[config.mk]
export PLATFORM = sky130hd
export DESIGN_NAME = reg_bank_bus
export DESIGN_NICKNAME = d
export VERILOG_FILES = /design/src/rtl/reg_bank_bus.sv
export SDC_FILE = /design/constraint.sdc
export NUM_CORES = 1
export LEC_CHECK = 0
export BUFFER_PORTS_ARGS = -buffer_cell sky130_fd_sc_hd__buf_4
export CAP_MARGIN = 25
export CORE_MARGIN = 2
export CORE_UTILIZATION = 35
export DETAILED_ROUTE_END_ITERATION = 8
export PLACE_DENSITY = 0.6
export SETUP_SLACK_MARGIN = 0.4
export SKIP_LAST_GASP = 1
export SLEW_MARGIN = 10
export SYNTH_ARGS = -nofsm -noshare
export SYNTH_HDL_FRONTEND = slang
export SYNTH_SLANG_ARGS = --single-unit
[constraint.sdc]
create_clock -name clk -period 1.9 [get_ports clk]
set_clock_uncertainty 0.15 [all_clocks]
set_input_delay 0.38 -clock clk [delete_from_list [all_inputs] [get_ports clk]]
set_output_delay 0.38 -clock clk [all_outputs]
set_load 0.01 [all_outputs]
[src/rtl/reg_bank_bus.sv]
// General-purpose register bank with a priority-resolved shared-bus driver,
// register-sourced {sign, zero} flags and a sticky multi-driver detector.
module reg_bank_bus #(
  parameter int NREG  = 3,
  parameter int WIDTH = 8,
  parameter int BUS_W = 16
) (
  input  logic                    clk,
  input  logic                    rst,
  input  logic [NREG-1:0]         load,
  input  logic [NREG-1:0]         inc,
  input  logic [NREG-1:0]         dec,
  input  logic [NREG-1:0]         en,
  input  logic [NREG-1:0]         flag_load,
  input  logic                    ext_en,
  input  logic [BUS_W-1:0]        ext_data,
  input  logic                    hold,
  input  logic                    clr_conflict,
  output logic [BUS_W-1:0]        bus,
  output logic [NREG*WIDTH-1:0]   regs,
  output logic [1:0]              flags,
  output logic                    conflict
);

  localparam int CW = $clog2(NREG + 2) + 1;

  logic [NREG-1:0][WIDTH-1:0] regs_q, regs_d;
  logic [1:0]                 flags_q, flags_d;
  logic                       conflict_q, conflict_d;
  logic [WIDTH-1:0]           flag_src;
  logic [CW-1:0]              drivers;

  // Descending scan so the lowest enabled index overrides everything else.
  always_comb begin
    bus = ext_en ? ext_data : '0;
    for (int i = NREG - 1; i >= 0; i--) begin
      if (en[i]) bus = BUS_W'(regs_q[i]);
    end
  end

  always_comb begin
    for (int i = 0; i < NREG; i++) begin
      regs_d[i] = regs_q[i];
      if (!hold) begin
        if (load[i])               regs_d[i] = bus[WIDTH-1:0];
        else if (inc[i] && !dec[i]) regs_d[i] = regs_q[i] + 1'b1;
        else if (dec[i] && !inc[i]) regs_d[i] = regs_q[i] - 1'b1;
      end
    end
  end

  // Flags see the pre-edge register value, never the one being written.
  always_comb begin
    flag_src = '0;
    for (int i = NREG - 1; i >= 0; i--) begin
      if (flag_load[i]) flag_src = regs_q[i];
    end
    flags_d = flags_q;
    if (!hold && (|flag_load)) flags_d = {flag_src[WIDTH-1], (flag_src == '0)};
  end

  always_comb begin
    drivers = CW'(ext_en);
    for (int i = 0; i < NREG; i++) drivers = drivers + CW'(en[i]);
    conflict_d = conflict_q;
    if (drivers > CW'(1))   conflict_d = 1'b1;
    else if (clr_conflict)  conflict_d = 1'b0;
  end

  always_ff @(posedge clk or posedge rst) begin
    if (rst) begin
      regs_q     <= '0;
      flags_q    <= 2'b00;
      conflict_q <= 1'b0;
    end else begin
      regs_q     <= regs_d;
      flags_q    <= flags_d;
      conflict_q <= conflict_d;
    end
  end

  assign regs     = regs_q;
  assign flags    = flags_q;
  assign conflict = conflict_q;

endmodule

==> reports/results.ini <==
[detailed_routing]
wl_per_cell_um = 18.1
totalWireLength_um = 10800
drc = 0
num_vias = 3290
routed_via_density = 5.49
drt-initial-drc-count = 151
firstDrtPassIters = 4
antenna_left = 0

[cells_and_area]
nets = 562
syn2layout_area_growth_pct = 92.2
ff_latch_area_um2 = 689
final_common_cell = buf_4
antenna_cells = 0
drive_above_1_share_pct = 61.2
multiInputGateArea_mm2 = 0.00255
final_cell_mix = buf_4, buf_6, nand2_1
fillers = 551

[critical_path]
timing.rr.start = regs[18]
end_kind = flop
crit_start = regs[18]
critPathMaxFanout = 3
worstSetupPathType = reg -> reg
required_ps = 1890
worstRegToRegCells = 7
startpoint_type = flop
crit_arrival_ps = 2070

[pwr]
p_sw_share_pct = 42.9
combinationalPowerShare_pct = 79.3
power_switching_w = 0.00308
power_density_mw_per_mm2 = 1390
peakVddDrop_v = 0.000762
power_frac_seq_pct = 15.9
clkPwrFrac_pct = 4.8
leakage_nw = 2.26
internal_power_w = 0.00409

[die]
coreArea_mm2 = 0.00733
rows = 31
io_pins = 79
die_area_mm2 = 0.00838
die_x_um = 91.5
dieHeight_um = 91.5
start_util_pct = 36.6

[clock_network]
cts_tree = built
cts_sinks = 27
cts.clk_slew.worst_paths_ps = 100
ctsHtreeMaxLevel = 1
worstSkewPairLatency_ps = 280
cts_buffers = 3
cts-root-buf = clkbuf_8
clock_path_buffers = 2

[sta]
finalSetupViolCount = 11
finalHoldViolCount = 0
finalCritPeriodShare_pct = 110
slew_violations = 0
setup_ws_ps = -183
worst_slew_pin_slew_ps = 567
relSlewSlack_pct = 62.1
rsz0062_at_grt = true
clock.fmax_mhz = 480
tns_ps = -979
fin_crit_ps = 2080

[yosys]
ys_warn_count = 0
syn_area_mm2 = 0.00268
synthCells = 316
ys_ff_latch = 27
seq_area_frac_synth_pct = 25.2
netlist.top_cell.by_area = dfrtp_1
synthArstFlopShare_pct = 100
synth.net_count = 377
synth_top_area_share_pct = 25.2
synth_top_flop_cell = dfrtp_1
synth_area_leaders = dfrtp_1, ha_1, a21oi_1, nand2_1, o21ai_0
synth-edff-count = 0
synth.distinct_cells = 53
syn_avg_cell_area_um2 = 8.49

[placement]
dpl.hpwl_um = 7620
dp_slack_ps = -314
gp_congestion = 0.878
numPortBuffers = 78

[grt]
antenna_found_initial = 0
grtUsageTotal_pct = 24.1
grt_pass1_wl_um = 16200
first_global_vias = 3117
gr-total-overflow = 0
grt_max_degree = 28

[status]
outcome = finished with violations
violations = setup timing

[flow_run]
cap_violations = 0

[hold_path]
hp-class = in -> async

-- flip-flops by register name, summed over array words and instances (netlist names) --
| name | cells |
|---|---|
| regs | 24 |
| flags | 2 |
| conflict | 1 |
-- power by group through the flow --
| stage | registers, W | clock network (W) | logic [W] |
|---|---|---|---|
| after floorplan | 0.00129 | 0 | 0.00217 |
| after global placement | 0.00115 | 0 | 0.00406 |
| after detailed placement | 0.00115 | 0 | 0.00413 |
| after CTS | 0.00111 | 0.000350 | 0.00494 |
| after global routing | 0.00116 | 0.000378 | 0.00613 |
| final | 0.00114 | 0.000346 | 0.00568 |
-- per-stage QoR --
stage | cell area, um^2 | hold WS, ps | std cells | total power, W | util (%)
2_1_floorplan | 3000 | 283 | 316 | 0.00346 | -
3_3_place_gp | 4190 | 330 | 557 | 0.00521 | 57.1
3_5_place_dp | 4190 | 330 | 557 | 0.00528 | 57.1
4_1_cts | 4720 | 29.2 | 580 | 0.00640 | 64.4
5_1_grt | 5160 | 47.6 | 599 | 0.00767 | 70.3
6_report | 5160 | 15.4 | 599 | 0.00717 | 70.3
-- cells by family after synthesis --
logic type               after synthesis  synth area share (%)
flip-flops                            27                  25.2
XOR/XNOR                              13                  4.24
buffers and inverters                 24                  4.10
adder cells (fa/ha/maj)               25                  12.8
multiplexers                           9                  3.36
AO/OA/AOI/OAI                        114                  29.7
AND/OR/NAND/NOR                      104                  20.7
-- cell usage after synthesis, types with 2 or more instances --
master	number
nor4_1	9
and2_1	10
a31oi_1	3
a22o_1	2
a21o_1	7
a221oi_1	3
ha_1	21
buf_2	6
fa_1	4
nand2_1	32
o21ai_1	4
o21bai_1	2
nor2_1	11
xnor2_1	8
a21oi_1	34
o211ai_1	12
mux2i_1	9
nor4b_1	3
nand3_1	2
a221oi_2	5
a2bb2oi_1	2
nor3b_1	6
inv_1	11
xor2_1	5
nand2b_1	8
o21ai_0	22
clkbuf_1	2
nor2b_1	4
a211oi_1	4
o221ai_1	4
nor3_1	13
dfrtp_1	27
-- worst max-delay path: stages (launching register included) --
cell and delay, ps:
dfrtp_2 440, buf_6 130, ha_4 210, o211ai_1 290, o211ai_1 180, a2bb2oi_2 170
mux2i_1 230, o211ai_1 150
-- layout make-up --
cell class	count	share of cell area [%]
multi-input cells	266	49.5
repair buffers	190	32.8
flip-flops and latches	27	13.4
well taps	99	2.40
inverters	13	1.04
clock buffers	4	0.874
-- routing by layer --
layer | GRT usage, % | wire length (um) | part of all wire (%) | vias up
met5 | 0 | 0 | 0 | -
met4 | 4.92 | 192 | 1.8 | 0
met3 | 3.57 | 496 | 4.6 | 15
met2 | 40.6 | 5520 | 51 | 101
met1 | 32.8 | 4620 | 43 | 1606
li1 | - | - | - | 1568
-- path summary, 6_finish.rpt --
path	slack (ps)	to
max in group asynchronous	1290	regs[22]
max reg2reg	-180	regs[23]
min	20	regs[6]
min in group clk	170	conflict
min reg2reg	370	flags[1]
max	-180	regs[23]
-- what timing repair did --
action / in CTS / in global routing
gates cloned: 1 / 1
hold endpoints to repair: 0 / 0
resized for setup: 69 / 71
endpoints found under the setup margin: 58 / 65
hold buffers: 0 / 0
pin swaps: 27 / 46
setup buffers: 18 / 18
Note: power is estimated with default switching activity, not from simulation.
